$ cat config.mk
export PLATFORM = sky130hd
export DESIGN_NAME = down_counter_4bit
export DESIGN_NICKNAME = d
export VERILOG_FILES = /design/src/rtl/counter_pkg.sv /design/src/rtl/down_counter_4bit.sv
export SDC_FILE = /design/constraint.sdc
export NUM_CORES = 1
export LEC_CHECK = 0
export CORE_AREA = 2 2 39 41
export DETAILED_ROUTE_END_ITERATION = 10
export DIE_AREA = 0 0 41 43
export GPL_ROUTABILITY_DRIVEN = 0
export PLACE_DENSITY = 0.51
export SLEW_MARGIN = 20
export SYNTH_ARGS = -nofsm -noshare
export SYNTH_HDL_FRONTEND = slang
export SYNTH_SLANG_ARGS = --single-unit
$ cat constraint.sdc
create_clock -name clk -period 1.5 [get_ports clk]
set_clock_uncertainty 0.1 [all_clocks]
set_input_delay 0.375 -clock clk [delete_from_list [all_inputs] [get_ports clk]]
set_output_delay 0.375 -clock clk [all_outputs]
set_load 0.02 [all_outputs]
$ cat src/rtl/counter_pkg.sv
// Constants shared by the up- and down-counter blocks of the timer family.
`timescale 1ns/100ps
package counter_pkg;
  localparam int CNT_WIDTH = 4;
  localparam logic [CNT_WIDTH-1:0] CNT_MAX  = {CNT_WIDTH{1'b1}};
  localparam logic [CNT_WIDTH-1:0] CNT_ZERO = '0;
endpackage

$ cat src/rtl/down_counter_4bit.sv
// Loadable down-counter with zero flag and registered terminal-count pulse.
// Define DOWN_COUNTER_RELOAD_EN to add the reload register and auto-reload/one-shot modes.
`timescale 1ns/100ps
module down_counter_4bit
  import counter_pkg::*;
#(
  parameter int WIDTH = CNT_WIDTH
) (
  input  logic             clk,
  input  logic             clr,
  input  logic             ld,
  input  logic [WIDTH-1:0] d,
  input  logic             en,
  input  logic             auto,
  output logic [WIDTH-1:0] q,
  output logic             zero,
  output logic             tc
);

  logic [WIDTH-1:0] q_next;
  logic             tc_next;

`ifdef DOWN_COUNTER_RELOAD_EN
  logic [WIDTH-1:0] reload;
  logic [WIDTH-1:0] reload_next;
`else
  // The mode input only matters when the reload register exists.
  logic unused_auto;
  assign unused_auto = auto;
`endif

  assign zero = (q == '0);

  always_ff @(posedge clk or posedge clr) begin
    if (clr) begin
      q  <= '0;
      tc <= 1'b0;
`ifdef DOWN_COUNTER_RELOAD_EN
      reload <= '0;
`endif
    end else begin
      q  <= q_next;
      tc <= tc_next;
`ifdef DOWN_COUNTER_RELOAD_EN
      reload <= reload_next;
`endif
    end
  end

  // Load beats enable; at zero the counter either wraps, reloads or parks.
  always_comb begin
    q_next  = q;
    tc_next = 1'b0;
`ifdef DOWN_COUNTER_RELOAD_EN
    reload_next = reload;
`endif
    if (ld) begin
      q_next = d;
`ifdef DOWN_COUNTER_RELOAD_EN
      reload_next = d;
`endif
    end else if (en) begin
      if (q != '0) begin
        q_next  = q - WIDTH'(1);
        tc_next = (q == WIDTH'(1));
      end else begin
`ifdef DOWN_COUNTER_RELOAD_EN
        q_next = auto ? reload : q;
`else
        q_next = '1;
`endif
      end
    end
  end

endmodule

==> results of run 1 <==
[per-stage QoR]
step	cells	total power, mW
2_1_floorplan	31	0.251
3_3_place_gp	67	0.348
3_5_place_dp	67	0.349
4_1_cts	71	0.504
5_1_grt	72	0.554
6_report	72	0.507
[layout make-up]
type,instances,area [um^2]
Clock buffer,4,26.3
Multi-Input combinational cell,22,176
Fill cell,156,841
Sequential cell,5,128
Timing Repair Buffer,22,181
Tap cell,16,20.0
Inverter,3,11.3
[layer usage]
metal / wire length, um / up-vias / global-route usage
li1: - / 152 / -
met4: 0 / 0 / 0.0200
met3: 75 / 0 / 0.0785
met1: 337 / 142 / 0.138
met5: 0 / - / 0
met2: 350 / 13 / 0.159
[final timing paths]
kind | to | slack, ns | cells past startpoint
max | zero | -0.14 | 4
min | tc | 0.25 | 2
max reg2reg | q[3] | 0.10 | 7
min reg2reg | tc | 0.52 | 2
max in group asynchronous | q[1] | 0.85 | 2
min in group clk | tc | 0.52 | 2
[repair_timing]
action	4_1_cts	5_1_grt
resized for setup	19	5
endpoints found under the setup margin	6	3
pin swaps	0	2
buffers inserted	0	1
[report_power, final]
| group | total (mW) | switching (mW) | internal (mW) |
|---|---|---|---|
| sequential | 0.164 | 0.0130 | 0.151 |
| combinational | 0.184 | 0.0862 | 0.0980 |
| clock | 0.159 | 0.0580 | 0.101 |
| total | 0.507 | 0.157 | 0.350 |
[flip-flops by register name, summed over array words and instances (netlist names)]
name and cells:
tc 1, q 4
[cell families after synthesis]
kind of cell / after synthesis
adders and majority gates: 2
buffers and inverters: 4
DFF: 5
AOI/OAI and AO/OA: 7
xor gates and xnor gates: 2
and+or+nand+nor: 11
[cells in the final DEF, fill, tap and decap left out, types with 2 or more instances in the layout]
cell,netlist,final
nand2_1,6,6
dfrtp_2,0,2
inv_2,0,2
buf_2,0,3
dlygate4sd2_1,0,2
o21ai_0,4,4
dfrtp_1,5,3
clkbuf_4,0,3
buf_4,0,9
clkdlybuf4s50_1,0,7
[worst register-to-register path: cells and delay by family (launching register included)]
kind	cells	cell delay, ns
flops	1	0.36
buf+inv	3	0.31
compound gates	3	0.39
fa+ha+maj	1	0.15
==> impl_metrics.toml, run 1 <==
[timing]
setup_tns_ns = -0.138
rsz0062_at_grt = "true"
period_minus_slack_ns = 1.64
fin_ws_ns = -0.138
finalSetupViolCount = 1
hold_violations = 0
worstMarginPinSlew_ns = 0.212
slew_violations = 0
max_freq_ghz = 0.611
fin_crit_sh = 1.09
holdWs_ns = 0.248
max_slew_margin = 0.859

[die]
num_rows = 14
die-height_um = 43
core_um2 = 1380
ios = 15
die_area_um2 = 1760
fp.dieW_um = 41
initial_core_util = 0.212

[critical_path]
r2r-start = "q[1]"
start_kind = "flop"
cp.required_ns = 1.02
crit_path_max_incr_delay_ns = 0.40
crit_family = "flip-flops"
crit_chain = "inv_2, ha_4, nor3b_4, buf_6"
cp-end-kind = "output pin"
crit_arrival_ns = 1.16
cp-startpoint = "q[1]"
slowest_stage = "dfrtp_2"
path_class = "reg -> out"
crit_buf_inv = 2
crit_fanout = 3

[route]
drt_wl_total_um = 763
drtIter0Drc = 2
ant_nets = 0
viasPerCell = 4.26
routed-via-count = 307
wl_per_cell_um = 10.6
firstDrtPassIters = 2
drc = 0

[synth]
synth_xor_area_frac = 0.0598
synthMuxAreaShare = 0
synth_cells = 31
synth_top_area_share = 0.427
synth_edf_count = 0
syn_avg_cell_area_um2 = 9.44
synth.largest_area_cell = "dfrtp_1"
ys_ff_latch = 5
synth_simple_gate_area_frac = 0.222
yosysMostFrequentCell = "nand2_1"
synth-seq-area-share = 0.427
synth_cell_types = 16
synthTopCellsByCount = "nand2_1, dfrtp_1, o21ai_0"
synthTopCellsByArea = "dfrtp_1, ha_1, nand2_1, o21ai_0, nor2b_4"
synth-compound-area-share = 0.154
synthAdderAreaFrac = 0.0855
ys.flop_type = "dfrtp_1"
syn_area_um2 = 293
yosysWarnings = 0
synth-async-reset-ratio = 1.00
synth_top_family_by_area = "simple AND/OR/NAND/NOR gates"
synth_fp_nets = 42

[cts]
worst_skew_pair.late_latency_ns = 0.24
cts_sinks = 5
holdBufCountCts = 0
clockBufferDepth = 2
clkTransAtPathRegs_ns = 0.05
cts_root_buf = "clkbuf_4"
cts_max_level = 1
cts_made_buffers = 3
cts_tree = "done"

[finish]
antennaDiodeCount = 0
area_growth_pct = 85.5
postLayoutCellArea_um2 = 543
final_nets = 68
final_util = 0.392
drive_above_1_share = 0.429

[placed_design]
dp_slack_ns = -0.386
dp_hpwl_um = 594
placed_cell_area_um2 = 513
io_buffers = 13

[global_routing]
antenna_found_initial = 0
grt_pass1_wl_mm = 1.28
grt_max_degree = 7
grt.total_usage = 0.112
grt-ovfl-total = 0
grt_pass1_vias = 291

[outcome]
status = "complete, but fails checks"
violations = "setup timing"

[hold_path]
min-delay-path-class = "in -> async"

[power]
p_leak_nw = 0.257
pwr_density_cell_nw_per_um2 = 933
ir_worst_vdd_uv = 551

[flow_run]
drv_cap = 0
Power figures use the tool's default switching activity.
==> inputs of run 2 (changes only) <==
- CAP_MARGIN: unset -> 20
- clock period: 1.5 -> 2.1 ns (I/O delays scaled with it)
==> run 2 against run 1 <==
Effect of this change:
- the flow now finishes without violations
- clock power down 30%
- worst setup slack better by 0.23 ns
- cell count down 5.6%
- combinational power down 35%
- via count down 10%
- worst hold slack better by 0.14 ns
- core utilization down 3.0 points
- non-clock buffer count down 4
- critical path depth unchanged
- count of clock-buffer cells in the layout unchanged
- sequential power down 30%
- register-to-register slack better by 0.65 ns
==> impl_metrics.toml, run 2 (same netlist as run 1, synthesis figures left out) <==
[global_routing]
grt_pass1_wl_mm = 1.03
antenna_found_initial = 0
grt.total_usage = 0.0915
grt_pass1_vias = 258
grt_max_degree = 10
grt-ovfl-total = 0

[die]
num_rows = 14
fp.dieW_um = 41
ios = 15
core_um2 = 1380
die-height_um = 43
initial_core_util = 0.212
die_area_um2 = 1760

[cts]
clockBufferDepth = 2
worst_skew_pair.late_latency_ns = 0.24
cts_made_buffers = 3
cts_tree = "done"
cts_setup_buffers = 0
cts_max_level = 1
holdBufCountCts = 0
cts_root_buf = "clkbuf_4"
clkTransAtPathRegs_ns = 0.04
cts_sinks = 5
cts-resized-gates = 1

[finish]
fillers = 152
top_register = "q"
largest_reg_flops = 4
drive_above_1_share = 0.192
mostFrequentLayoutCells = "clkdlybuf4s50_1, nand2_1, buf_4, dfrtp_1, o21ai_0"
final_common_cell = "clkdlybuf4s50_1"
area_growth_pct = 71.4
final_nets = 64
fin_cells = 68
largestRegisters = "q x4, tc x1"
antennaDiodeCount = 0

[route]
firstDrtPassIters = 1
drc = 0
ant_nets = 0
viasPerCell = 4.06
drt_wl_total_um = 643
drtIter0Drc = 0
routed-via-count = 276
wl_per_cell_um = 9.46

[timing]
holdWs_ns = 0.392
rsz0062_at_grt = "false"
fin_crit_sh = 0.955
period_minus_slack_ns = 2.01
worstMarginPinSlew_ns = 0.312
hold_violations = 0
max_freq_ghz = 0.499
max_slew_margin = 0.791
slew_violations = 0
finalSetupViolCount = 0
setup_tns_ns = 0

[critical_path]
crit_family = "buffers and inverters"
crit_arrival_ns = 1.38
crit_buf_inv = 2
cp.required_ns = 1.47
crit_fanout = 2
start_kind = "flop"
slowest_stage = "dfrtp_1"
crit_chain = "inv_1, ha_1, nor3b_1, dlygate4sd2_1"
crit_path_max_incr_delay_ns = 0.37
cp-end-kind = "output pin"
path_class = "reg -> out"

[power]
pwr_density_cell_nw_per_um2 = 684
pwr-share-clk = 0.323
p_int_uw = 243
ir_worst_vdd_uv = 271
p_leak_nw = 0.231
p_seq_frac = 0.331
switching_share = 0.291
switching_power_uw = 100
finalPower_uw = 343
p_comb_frac = 0.346

[outcome]
status = "completed"

[hold_path]
min-delay-path-class = "in -> async"

[flow_run]
drv_cap = 0

[placed_design]
dp_cells = 64
io_buffers = 13
dp_hpwl_um = 507
run 2: final timing paths:
path | from | end | slack [ns] | depth (start not counted)
setup / recovery | q[0] | zero | 0.09 | 4
hold / removal | clr | tc | 0.39 | 2
setup reg to reg | q[0] | q[3] | 0.75 | 6
hold reg to reg | q[3] | tc | 0.42 | 1
max in group asynchronous | clr | q[1] | 1.32 | 2
min in group clk | q[3] | tc | 0.42 | 1
run 2: power groups by stage:
stage          logic, mW  clock network, mW  registers (mW)
6_report           0.119              0.111           0.114
5_1_grt            0.129              0.126           0.115
4_1_cts            0.121              0.118           0.114
3_5_place_dp       0.121                  0           0.115
3_3_place_gp       0.122                  0           0.115
2_1_floorplan     0.0396                  0           0.133
run 2: layout make-up:
type                            count  area, um^2  share of cell area
Multi-Input combinational cell     22         153               0.304
Inverter                            3        11.3              0.0224
Timing Repair Buffer               18         166               0.332
Clock buffer                        4        26.3              0.0524
Tap cell                           16        20.0              0.0399
Sequential cell                     5         125               0.249
run 2: per-layer routing:
layer  track usage  vias to the layer above  routed length [um]
met1         0.123                      118                 330
met2         0.109                       12                 252
met5             0                        -                   0
met4        0.0800                        0                   0
li1              -                      146                   -
met3        0.0314                        0                  60
run 2: metrics by stage:
stage / util / worst slack (ns) / cell area, um^2
6_report: 0.363 / 0.0944 / 502
5_1_grt: 0.363 / 0.0145 / 502
4_1_cts: 0.363 / 0.0659 / 502
3_5_place_dp: 0.344 / 0.0576 / 477
3_3_place_gp: 0.344 / 0.0254 / 477
2_1_floorplan: - / 0.177 / 293
==> inputs of run 3 (changes only) <==
- CELL_PAD_IN_SITES_DETAIL_PLACEMENT: unset -> 0
- CELL_PAD_IN_SITES_GLOBAL_PLACEMENT: unset -> 2
- CORE_AREA: 2 2 39 41 -> unset
- CORE_UTILIZATION: unset -> 21
- CTS_CLUSTER_DIAMETER: unset -> 80
- DIE_AREA: 0 0 41 43 -> unset
- PLACE_DENSITY: 0.51 -> 0.78
==> run 3 against run 2 <==
Effect of this change:
- worst setup slack better by 0.0063 ns
- core utilization is 1.6 points higher
- non-clock buffer count is 1 lower
- critical path depth stayed put
- power is 1.8% lower
- critical endpoint unchanged
- largest power group is now registers
==> impl_metrics.toml, run 3 (same netlist as run 1, synthesis figures left out) <==
[die]
num_rows = 13
ios = 15
core_um2 = 1300
initial_core_util = 0.225
die-height_um = 39.3
fp.dieW_um = 39.3
die_area_um2 = 1550

[route]
drc = 0
wl_per_cell_um = 9.38
routed-via-count = 274
drtIter0Drc = 5
drt_wl_total_um = 619
viasPerCell = 4.15
firstDrtPassIters = 2
ant_nets = 0

[finish]
mostFrequentLayoutCells = "clkdlybuf4s50_1, nand2_1, dfrtp_1"
largest_reg_flops = 4
final_util = 0.379
final_nets = 63
area_growth_pct = 68.4
layout.area.seq_um2 = 125
fin_cells = 66
final_common_cell = "clkdlybuf4s50_1"
top_register = "q"
fillers = 145
largestRegisters = "q x4, tc x1"
antennaDiodeCount = 0
multi_input_area_um2 = 153
drive_above_1_share = 0.176

[timing]
worstMarginPinSlew_ns = 0.296
hold_violations = 0
slew_violations = 0
max_freq_ghz = 0.500
setup_tns_ns = 0
max_slew_margin = 0.802
fin_crit_sh = 0.952
period_minus_slack_ns = 2.00
rsz0062_at_grt = "false"
finalSetupViolCount = 0

[critical_path]
start_kind = "flop"
r2r_slack_ns = 0.72
crit_fanout = 2
cp-end-kind = "output pin"
path_class = "reg -> out"
cp.required_ns = 1.47
crit_chain = "inv_1, ha_1, nor3b_1, dlygate4sd1_1"
crit_arrival_ns = 1.37
slowest_stage = "dfrtp_1"
crit_path_max_incr_delay_ns = 0.38

[global_routing]
grt.total_usage = 0.116
grt_max_degree = 10
grt_pass1_wl_mm = 1.08
antenna_found_initial = 0
grt-ovfl-total = 0
grt_pass1_vias = 263

[placed_design]
dp_hpwl_um = 498
io_buffers = 13
dp_cells = 62

[hold_path]
min-delay-path-class = "in -> async"

[cts]
clockBufferDepth = 2
cts_setup_buffers = 0
clkTransAtPathRegs_ns = 0.04
cts_max_level = 1
cts_tree = "done"
cts_made_buffers = 3
worst_skew_pair.late_latency_ns = 0.24
holdBufCountCts = 0
cts_sinks = 5
cts_root_buf = "clkbuf_4"

[power]
ir_worst_vdd_uv = 362
finalPower_uw = 337
p_leak_nw = 0.226
pwr_density_cell_nw_per_um2 = 684

[flow_run]
drv_cap = 0

[outcome]
status = "completed"
-- run 3: final timing paths --
kind                            endpoint  from  depth (start not counted)
worst max-delay path                zero  q[0]                          4
worst min-delay path                q[1]   clr                          2
worst max register to register      q[3]  q[0]                          6
worst min register to register        tc  q[3]                          1
max in group asynchronous           q[3]   clr                          2
min in group clk                      tc  q[3]                          1
-- run 3: worst max-delay path, delay by kind of cell (launching register included) --
kind / cells / cell delay, ns
buf+inv: 2 / 0.42
simple gates: 1 / 0.17
fa+ha+maj: 1 / 0.17
flops: 1 / 0.38
-- run 3: area by class of cell --
cell class              instances  area share
multi-input cells              22       0.310
inverters                       3      0.0228
well taps                      15      0.0381
flip-flops and latches          5       0.254
repair buffers                 17       0.322
clock buffers                   4      0.0533
-- run 3: layer usage --
metal,GRT usage,part of all wire
met1,0.121,0.43
met3,0.0682,0.057
met5,0,0
met4,0.0776,0
met2,0.175,0.51
-- run 3: power breakdown --
part | internal (mW) | switching, mW
Clock | 0.0717 | 0.0372
Sequential | 0.107 | 0.00993
Combinational | 0.0612 | 0.0502
-- run 3: per-stage QoR --
stage / hold WS (ns) / setup slack, ns / cell area, um^2
after floorplan: 0.204 / 0.177 / 293
after global placement: 0.406 / 0.0509 / 468
after detailed placement: 0.408 / 0.0253 / 468
after CTS: 0.395 / 0.0497 / 493
after global routing: 0.407 / 0.00295 / 493
final: 0.393 / 0.101 / 493
-- run 3: timing repair --
action / 4_1_cts / 5_1_grt
gates cloned: 0 / 0
endpoints found under the setup margin: 1 / 1
gates resized for setup: 1 / 2
